===== config.mk =====
export PLATFORM = sky130hd
export DESIGN_NAME = ioctl_pacer
export DESIGN_NICKNAME = d
export VERILOG_FILES = /design/src/rtl/ioctl_pacer_pkg.sv /design/src/rtl/ioctl_fifo.sv /design/src/rtl/ioctl_pacer.sv
export SDC_FILE = /design/constraint.sdc
export NUM_CORES = 1
export LEC_CHECK = 0
export ABC_AREA = 1
export CAP_MARGIN = 20
export CORE_ASPECT_RATIO = 1.4
export CORE_UTILIZATION = 50
export DETAILED_ROUTE_END_ITERATION = 6
export PLACE_DENSITY = 0.69
export SETUP_SLACK_MARGIN = 0.4
export SLEW_MARGIN = 20
export SYNTH_ARGS = -nofsm -noshare
export SYNTH_HDL_FRONTEND = slang
export SYNTH_SLANG_ARGS = --single-unit

===== constraint.sdc =====
create_clock -name clk_sys -period 5.4 [get_ports clk_sys]
set_input_delay 1.08 -clock clk_sys [delete_from_list [all_inputs] [get_ports clk_sys]]
set_output_delay 1.08 -clock clk_sys [all_outputs]
set_load 0.02 [all_outputs]

===== src/rtl/ioctl_pacer_pkg.sv =====
// Shared types for the ioctl download pacer: controller states and the
// FIFO entry layout {index, addr, data}.
package ioctl_pacer_pkg;

    localparam int ADDR_W = 24;

    typedef enum logic [1:0] {
        IDLE  = 2'd0,
        LOAD  = 2'd1,
        FLUSH = 2'd2
    } state_t;

    typedef struct packed {
        logic [7:0]        index;
        logic [ADDR_W-1:0] addr;
        logic [7:0]        data;
    } entry_t;

    localparam int ENTRY_W = $bits(entry_t);

endpackage


===== src/rtl/ioctl_fifo.sv =====
// Small synchronous FIFO; a push into a full FIFO is accepted when a pop
// happens on the same edge.
module ioctl_fifo #(
    parameter int WIDTH = 40,
    parameter int DEPTH = 8
) (
    input  logic                     clk,
    input  logic                     rst_n,
    input  logic                     push,
    input  logic [WIDTH-1:0]         wr_data,
    input  logic                     pop,
    output logic [WIDTH-1:0]         rd_data,
    output logic [$clog2(DEPTH):0]   count,
    output logic                     full,
    output logic                     empty
);

    localparam int AW = $clog2(DEPTH);

    logic [WIDTH-1:0] mem [DEPTH];
    logic [AW-1:0]    wr_ptr;
    logic [AW-1:0]    rd_ptr;
    logic             do_push;
    logic             do_pop;

    assign full    = (count == (AW+1)'(DEPTH));
    assign empty   = (count == '0);
    assign do_pop  = pop && !empty;
    assign do_push = push && (!full || do_pop);
    assign rd_data = mem[rd_ptr];

    always_ff @(posedge clk) begin
        if (do_push) begin
            mem[wr_ptr] <= wr_data;
        end
    end

    always_ff @(posedge clk or negedge rst_n) begin
        if (!rst_n) begin
            wr_ptr <= '0;
            rd_ptr <= '0;
            count  <= '0;
        end else begin
            if (do_push) begin
                wr_ptr <= wr_ptr + AW'(1);
            end
            if (do_pop) begin
                rd_ptr <= rd_ptr + AW'(1);
            end
            case ({do_push, do_pop})
                2'b10:   count <= count + (AW+1)'(1);
                2'b01:   count <= count - (AW+1)'(1);
                default: count <= count;
            endcase
        end
    end

endmodule


===== src/rtl/ioctl_pacer.sv =====
// Buffers ioctl download bytes and replays them to the core's dn_* port on
// ce, holding the core in reset until the FIFO has fully drained.
module ioctl_pacer
    import ioctl_pacer_pkg::*;
#(
    parameter int DEPTH      = 8,
    parameter int HIGH_WATER = DEPTH - 2
) (
    input  logic              clk_sys,
    input  logic              reset_n,
    input  logic              ce,
    input  logic              ioctl_download,
    input  logic              ioctl_wr,
    input  logic [24:0]       ioctl_addr,
    input  logic [7:0]        ioctl_dout,
    input  logic [7:0]        ioctl_index,
    output logic              ioctl_wait,
    output logic [ADDR_W-1:0] dn_addr,
    output logic [7:0]        dn_data,
    output logic [7:0]        dn_index,
    output logic              dn_wr,
    output logic              dn_active,
    output logic              dn_done,
    output logic [24:0]       dn_count,
    output logic [15:0]       dn_sum,
    output logic              dn_overflow
);

    localparam int CW = $clog2(DEPTH) + 1;

    state_t         state;
    entry_t         wr_entry;
    entry_t         rd_entry;
    logic [CW-1:0]  fifo_count;
    logic [CW-1:0]  next_count;
    logic           fifo_full;
    logic           fifo_empty;
    logic           push_req;
    logic           push_ok;
    logic           pop;
    logic           drop;
    logic           unused_addr_msb;

    assign unused_addr_msb = ioctl_addr[24];

    assign wr_entry = '{index: ioctl_index, addr: ioctl_addr[ADDR_W-1:0], data: ioctl_dout};

    assign push_req   = (state == LOAD) && ioctl_wr;
    assign pop        = ce && !fifo_empty;
    assign push_ok    = push_req && (!fifo_full || pop);
    assign drop       = push_req && fifo_full && !pop;
    assign next_count = fifo_count + CW'(push_ok) - CW'(pop);

    ioctl_fifo #(
        .WIDTH (ENTRY_W),
        .DEPTH (DEPTH)
    ) u_fifo (
        .clk     (clk_sys),
        .rst_n   (reset_n),
        .push    (push_req),
        .wr_data (wr_entry),
        .pop     (pop),
        .rd_data (rd_entry),
        .count   (fifo_count),
        .full    (fifo_full),
        .empty   (fifo_empty)
    );

    always_ff @(posedge clk_sys or negedge reset_n) begin
        if (!reset_n) begin
            state       <= IDLE;
            ioctl_wait  <= 1'b0;
            dn_addr     <= '0;
            dn_data     <= '0;
            dn_index    <= '0;
            dn_wr       <= 1'b0;
            dn_active   <= 1'b0;
            dn_done     <= 1'b0;
            dn_count    <= '0;
            dn_sum      <= '0;
            dn_overflow <= 1'b0;
        end else begin
            dn_wr      <= pop;
            dn_done    <= 1'b0;
            ioctl_wait <= (next_count >= CW'(HIGH_WATER));
            if (pop) begin
                dn_addr  <= rd_entry.addr;
                dn_data  <= rd_entry.data;
                dn_index <= rd_entry.index;
                dn_count <= dn_count + 25'd1;
                dn_sum   <= dn_sum + {8'd0, rd_entry.data};
            end
            if (drop) begin
                dn_overflow <= 1'b1;
            end
            // Counter clears below never coincide with a pop: the FIFO is
            // empty on every edge that starts a new download.
            case (state)
                IDLE: begin
                    if (ioctl_download) begin
                        state       <= LOAD;
                        dn_active   <= 1'b1;
                        dn_count    <= '0;
                        dn_sum      <= '0;
                        dn_overflow <= 1'b0;
                    end
                end
                LOAD: begin
                    if (!ioctl_download) begin
                        state <= FLUSH;
                    end
                end
                FLUSH: begin
                    if (fifo_empty && !pop) begin
                        dn_done <= 1'b1;
                        if (ioctl_download) begin
                            state       <= LOAD;
                            dn_count    <= '0;
                            dn_sum      <= '0;
                            dn_overflow <= 1'b0;
                        end else begin
                            state     <= IDLE;
                            dn_active <= 1'b0;
                        end
                    end
                end
                default: state <= IDLE;
            endcase
        end
    end

endmodule


==> impl_metrics.env, run 1 <==
export IMPL_wirelength_met1_mm=15.6
export IMPL_synth_commonest_cells="320 x edfxtp_1, 243 x nor2_1, 193 x nand2_1"
export IMPL_cts_tree="done"
export IMPL_holdPathEnd="dn_active"
export IMPL_initialDrtViolationCount=1004
export IMPL_first_global_vias=11400
export IMPL_dr_wl_met2_mm=19.4
export IMPL_reg2reg_from="u_fifo.rd_ptr[2]"
export IMPL_cpPeakStageDelay_ns=0.96
export IMPL_syn_nets=1509
export IMPL_area_growth_pct=17.5
export IMPL_min_delay_path_class="reg2reg"
export IMPL_wl_met3_mm=2.23
export IMPL_post_route_period_util_pct=69.2
export IMPL_fillers=2592
export IMPL_synth_area_leaders="edfxtp_1 56%, dfrtp_1 14%, nor2_1 5.3%, o21ai_0 5.1%, nand2_1 4.2%"
export IMPL_r2r_end="dn_sum[12]"
export IMPL_grt_pass1_wl_mm=60.4
export IMPL_period_needed_ns=3.74
export IMPL_cts_htree_levels=2
export IMPL_peakVddDrop_v=0.000300
export IMPL_p_total_mw=10.6
export IMPL_wire_per_inst_um=18.8
export IMPL_clockPowerShare_pct=25.9
export IMPL_io_buffers=130
export IMPL_overflow=0
export IMPL_placeableCoreArea_mm2=0.0335
export IMPL_min_path_cells=1
export IMPL_min_from="state[1]"
export IMPL_relSlewSlack_pct=29.6
export IMPL_top_layer="met5"
export IMPL_antenna_found_initial=2
export IMPL_rsz0062_at_grt="false"
export IMPL_power_frac_comb_pct=34.1
export IMPL_seq_power_share_pct=39.9
export IMPL_synthArstFlopShare_pct=23.4
export IMPL_grt_use_total_pct=22.5
export IMPL_critPathMaxFanout=42
export IMPL_ys_warn_count=0
export IMPL_synth_top_cell_area_share_pct=56.0
export IMPL_synth_top_area_cell="edfxtp_1"
export IMPL_critPathTopFamily="buffers and inverters"
export IMPL_cap_viol_max_count=0
export IMPL_synth_edf_count=320
export IMPL_yosysMostFrequentCell="edfxtp_1"
export IMPL_cp_slowest_cell="inv_2"
export IMPL_grt_max_degree=90
export IMPL_cts_setup_buffers=0
export IMPL_die_x_um=159
export IMPL_dpl_hpwl_mm=21.8
export IMPL_yosysUniqueCellTypes=44
export IMPL_crit_type="reg2reg"
export IMPL_path_buf_inv=2
export IMPL_ff2ff_path_depth=12
export IMPL_slew_violations=0
export IMPL_fin_hold_ws_ns=0.456
export IMPL_final_nets=1623
export IMPL_status="complete, no violations"
export IMPL_tns_ns=0
export IMPL_yosysSeqAreaShare_pct=70.3
export IMPL_drt_pass1_iter_count=5
export IMPL_p_int_mw=6.79
export IMPL_rows=79
export IMPL_postSynthAreaPerCell_um2=11.9
export IMPL_path_cells="inv_2 > nand2_1 > nand2_1 > ha_1 > inv_1 > fa_1 > o21ai_1 > nand2_1 > nand2_1 > nand4_1 > nand2_1 > nor2_1"
export IMPL_ys_ff_latch=418
export IMPL_reg2reg_slack_ns=1.66
export IMPL_die_y_um=221
export IMPL_worst_pin_slew_ns=1.06
export IMPL_yosys_most_used_dff="edfxtp_1"
export IMPL_placed_cell_area_mm2=0.0189
export IMPL_ios=132
export IMPL_clk_pin_slew_ns=0.06
export IMPL_syn_inst=1440
export IMPL_vias=11400
export IMPL_wl_mm=38.2
export IMPL_timing_fmax_ghz=0.268
export IMPL_path_depth=12
export IMPL_cts_max_path_buffers=3
export IMPL_die_area_mm2=0.0351
export IMPL_setup_viol=0
export IMPL_end_kind="register"
export IMPL_drc=0
export IMPL_hold_viol=0
export IMPL_cts_made_buffers=40
export IMPL_drive_above_1_share_pct=7.44
export IMPL_multiInputGateArea_mm2=0.00456
export IMPL_final_area_mm2=0.0202
export IMPL_gp_congestion=0.804
export IMPL_seqCellArea_mm2=0.0121
export IMPL_finalClockSkew_ns=0.0185
export IMPL_avgViaCountPerCell=5.63
export IMPL_cts_resized=0
export IMPL_power_density_mw_per_mm2=527
export IMPL_ant_nets=0
export IMPL_syn_cell_area_mm2=0.0172
export IMPL_cp_arrival_ns=4.14
export IMPL_start_util_pct=51.2
export IMPL_clkSinkCount=418
export IMPL_p_leak_nw=7.30
export IMPL_path_common_cell="nand2_1"
export IMPL_p_switching_mw=3.85
export IMPL_cts_root_buf="clkbuf_16"
export IMPL_worstPathRequired_ns=5.80
export IMPL_startpoint_type="register"
export IMPL_hold_buffers=0
export IMPL_swShare_pct=36.2
export IMPL_insertion_delay_ns=0.54
==> cell usage in the layout, fill, tap and decap left out, types with 3 or more instances in the layout <==
cell,instances
edfxtp_1,320
nor2_1,237
nand2_1,193
o21ai_0,175
clkdlybuf4s50_1,129
dfrtp_1,95
nand3_1,65
o221ai_1,56
inv_1,52
clkbuf_16,41
a21oi_1,28
buf_4,21
ha_1,20
o22ai_1,15
xor2_1,11
o21ai_1,10
nor3_1,10
o211ai_1,9
clkinv_2,9
a31oi_1,9
nor2_4,8
clkbuf_1,8
clkbuf_8,7
nand4_1,6
xnor2_1,6
inv_2,4
nand2_2,4
or2_2,3
fa_1,3
clkinvlp_4,3
==> sequential cells by signal, indices dropped and copies added (netlist names) <==
name and cells:
u_fifo.mem 320, dn_count 25, dn_addr 24, dn_sum 16
dn_data 8, dn_index 8, u_fifo.count 4, u_fifo.rd_ptr 3
u_fifo.wr_ptr 3, state 2, dn_active 1, dn_done 1
dn_overflow 1, dn_wr 1, ioctl_wait 1
==> power groups by stage <==
stage	clock, mW	sequential [mW]	combinational [mW]
finish	2.76	4.25	3.63
global route	2.94	4.30	4.07
CTS	2.81	4.24	3.67
detailed placement	0	4.31	3.65
global placement	0	4.30	3.54
floorplan	0	4.40	2.30
==> metrics by stage <==
step	setup slack (ns)	cells	util [%]
final	1.66	2032	60.2
after CTS	1.66	2031	60.2
after global placement	1.64	1957	56.3
after detailed placement	1.61	1957	56.3
after floorplan	0.600	1440	-
after global routing	1.23	2032	60.2
==> how the worst max path moves through the flow <==
stage,startpoint,endpoint
2_1_floorplan,ce,u_fifo.mem[1][0]
5_1_grt,u_fifo.rd_ptr[0],dn_sum[14]
3_5_place_dp,ce,u_fifo.mem[3][32]
4_1_cts,u_fifo.rd_ptr[0],dn_sum[12]
3_3_place_gp,ce,u_fifo.mem[3][32]
6_report,u_fifo.rd_ptr[2],dn_sum[12]
==> area by class of cell <==
cell class / instances / share of cell area [%]
clock inverters: 18 / 0.757
repair buffers: 150 / 7.19
inverters: 58 / 1.10
flip-flops and latches: 418 / 59.8
well taps: 445 / 2.76
multi-input cells: 886 / 22.6
clock buffers: 56 / 5.71
diodes: 1 / 0.0124
==> routing by layer <==
metal  vias up  GRT usage, %
li1       5373             -
met1      5606          28.1
met4         2          8.78
met2       380          39.0
met3        75          3.39
met5         -             0
==> cell families after synthesis <==
| family | share of synthesized area [%] |
|---|---|
| multiplexers | 0.0656 |
| flip-flops | 70.3 |
| AND/OR/NAND/NOR | 13.0 |
| adder cells (fa/ha/maj) | 1.81 |
| buffers and inverters | 3.48 |
| XOR/XNOR | 0.867 |
| AO/OA/AOI/OAI | 10.6 |
Note: power is estimated with default switching activity, not from simulation.
==> run 2: changes to the inputs <==
clock period = 3.7 ns   (was 5.4 ns; I/O delays follow)
==> impl_metrics.env, run 2 (same netlist as run 1, synthesis figures left out) <==
export IMPL_status="complete, no violations"
export IMPL_final_area_mm2=0.0205
export IMPL_clk_pin_slew_ns=0.06
export IMPL_vias=11600
export IMPL_end_kind="register"
export IMPL_p_int_mw=10.5
export IMPL_fin_util_pct=61.2
export IMPL_die_y_um=221
export IMPL_cp_arrival_ns=3.55
export IMPL_grt_max_degree=66
export IMPL_cts_resized=0
export IMPL_power_frac_comb_pct=33.7
export IMPL_layout_common_cells="320 x edfxtp_1, 237 x nor2_1, 193 x nand2_1"
export IMPL_wl_mm=39.2
export IMPL_worst_pin_slew_ns=0.758
export IMPL_slew_violations=0
export IMPL_cts_root_buf="clkbuf_16"
export IMPL_startpoint_type="register"
export IMPL_io_buffers=130
export IMPL_cts_made_buffers=40
export IMPL_cts_setup_buffers=0
export IMPL_die_area_mm2=0.0351
export IMPL_fillers=2570
export IMPL_drt_pass1_iter_count=5
export IMPL_ff2ff_path_depth=15
export IMPL_cap_viol_max_count=0
export IMPL_initialDrtViolationCount=962
export IMPL_rows=79
export IMPL_cts_max_path_buffers=3
export IMPL_clockPowerShare_pct=28.2
export IMPL_reg_top3="u_fifo.mem: 320 flops, dn_count: 25 flops, dn_addr: 24 flops"
export IMPL_post_route_period_util_pct=83.2
export IMPL_layout_commonest_cell="edfxtp_1"
export IMPL_placed_cell_area_mm2=0.0190
export IMPL_overflow=0
export IMPL_p_leak_nw=7.48
export IMPL_hold_buffers=0
export IMPL_min_delay_path_class="in2async"
export IMPL_fin_hold_ws_ns=0.250
export IMPL_rsz0062_at_grt="false"
export IMPL_grt_use_total_pct=23.0
export IMPL_final_nets=1637
export IMPL_max_flop_register="u_fifo.mem"
export IMPL_finalClockSkew_ns=0.0155
export IMPL_avgViaCountPerCell=5.65
export IMPL_dpl_hpwl_mm=23.0
export IMPL_swShare_pct=35.2
export IMPL_power_density_mw_per_mm2=787
export IMPL_critPathMaxFanout=24
export IMPL_die_x_um=159
export IMPL_setup_slack_ns=0.623
export IMPL_worstPathRequired_ns=4.17
export IMPL_largest_register_ffs=320
export IMPL_r2r_end="dn_sum[14]"
export IMPL_area_growth_pct=19.5
export IMPL_dpl_worst_slack_ns=0.448
export IMPL_seq_power_share_pct=38.1
export IMPL_tns_ns=0
export IMPL_reg2reg_from="u_fifo.rd_ptr[1]"
export IMPL_antenna_found_initial=4
export IMPL_start_util_pct=51.2
export IMPL_gp_congestion=0.808
export IMPL_relSlewSlack_pct=49.5
export IMPL_cts_htree_levels=2
export IMPL_crit_type="reg2reg"
export IMPL_drc=0
export IMPL_setup_viol=0
export IMPL_p_switching_mw=5.68
export IMPL_ios=132
export IMPL_hold_viol=0
export IMPL_placeableCoreArea_mm2=0.0335
export IMPL_insertion_delay_ns=0.54
export IMPL_clkSinkCount=418
export IMPL_first_global_vias=11600
export IMPL_peakVddDrop_v=0.000424
export IMPL_timing_fmax_ghz=0.325
export IMPL_grt_pass1_wl_mm=61.2
export IMPL_reg2reg_slack_ns=0.62
export IMPL_wire_per_inst_um=19.1
export IMPL_ant_nets=0
export IMPL_cts_tree="done"
export IMPL_drive_above_1_share_pct=8.44
export IMPL_period_needed_ns=3.08
-- run 2: cell count changes in the layout (fill, tap and decap cells not counted), sizes merged --
cell      previous run  this run
clkinv              11        13
buf                 21        35
clkbuf              56        51
bufinv               2        10
clkinvlp             4         1
inv                 59        57
diode                1         2
-- run 2: power by group through the flow --
stage          registers, mW  logic (mW)  clock network, mW
6_report                6.15        5.44               4.54
3_3_place_gp            6.22        5.28                  0
2_1_floorplan           6.42        3.37                  0
4_1_cts                 6.15        5.46               4.62
5_1_grt                 6.22        6.06               4.79
3_5_place_dp            6.24        5.43                  0
-- run 2: final cells by class --
type                            count  area [µm²]  area share (%)
Clock buffer                       51        1100            5.38
Tap cell                          445         557            2.72
Inverter                           58         224            1.09
Timing Repair Buffer              164        1600            7.82
Antenna cell                        2        5.00          0.0244
Sequential cell                   418       12100            58.8
Multi-Input combinational cell    886        4570            22.3
Clock inverter                     23         378            1.84
-- run 2: critical path, cell delays in order (launching register included) --
cell	delay [ns]
dfrtp_2	0.54
clkinv_2	0.33
o21ai_0	0.17
o22ai_1	0.13
nand2_1	0.09
nand2_1	0.11
ha_1	0.21
inv_1	0.07
fa_1	0.41
o21ai_1	0.28
nand2_1	0.09
nand2_1	0.22
nand3_1	0.13
nand2_1	0.07
nand2_1	0.04
nor2_1	0.10
-- run 2: per-stage QoR --
step,power (mW),std cells
floorplan,9.78,1440
global placement,11.5,1971
detailed placement,11.7,1971
CTS,16.2,2045
global route,17.1,2047
finish,16.1,2047
-- run 2: per-layer routing --
| layer | share of wire, % | vias up | global-route usage [%] |
|---|---|---|---|
| li1 | - | 5407 | - |
| met1 | 40 | 5640 | 28.0 |
| met2 | 51 | 416 | 40.0 |
| met3 | 5.6 | 95 | 3.76 |
| met4 | 3.4 | 4 | 9.71 |
| met5 | 0.074 | - | 0 |
-- run 2: worst max path at each step --
stage                     cells past startpoint                 to  slack, ns              from
after detailed placement                      7  u_fifo.mem[0][16]       0.45                ce
after global routing                         15         dn_sum[14]       0.42  u_fifo.rd_ptr[1]
after global placement                        7  u_fifo.mem[0][16]       0.44                ce
after floorplan                               6   u_fifo.mem[2][0]       0.25                ce
after CTS                                    15         dn_sum[14]       0.52  u_fifo.rd_ptr[1]
final                                        15         dn_sum[14]       0.62  u_fifo.rd_ptr[1]
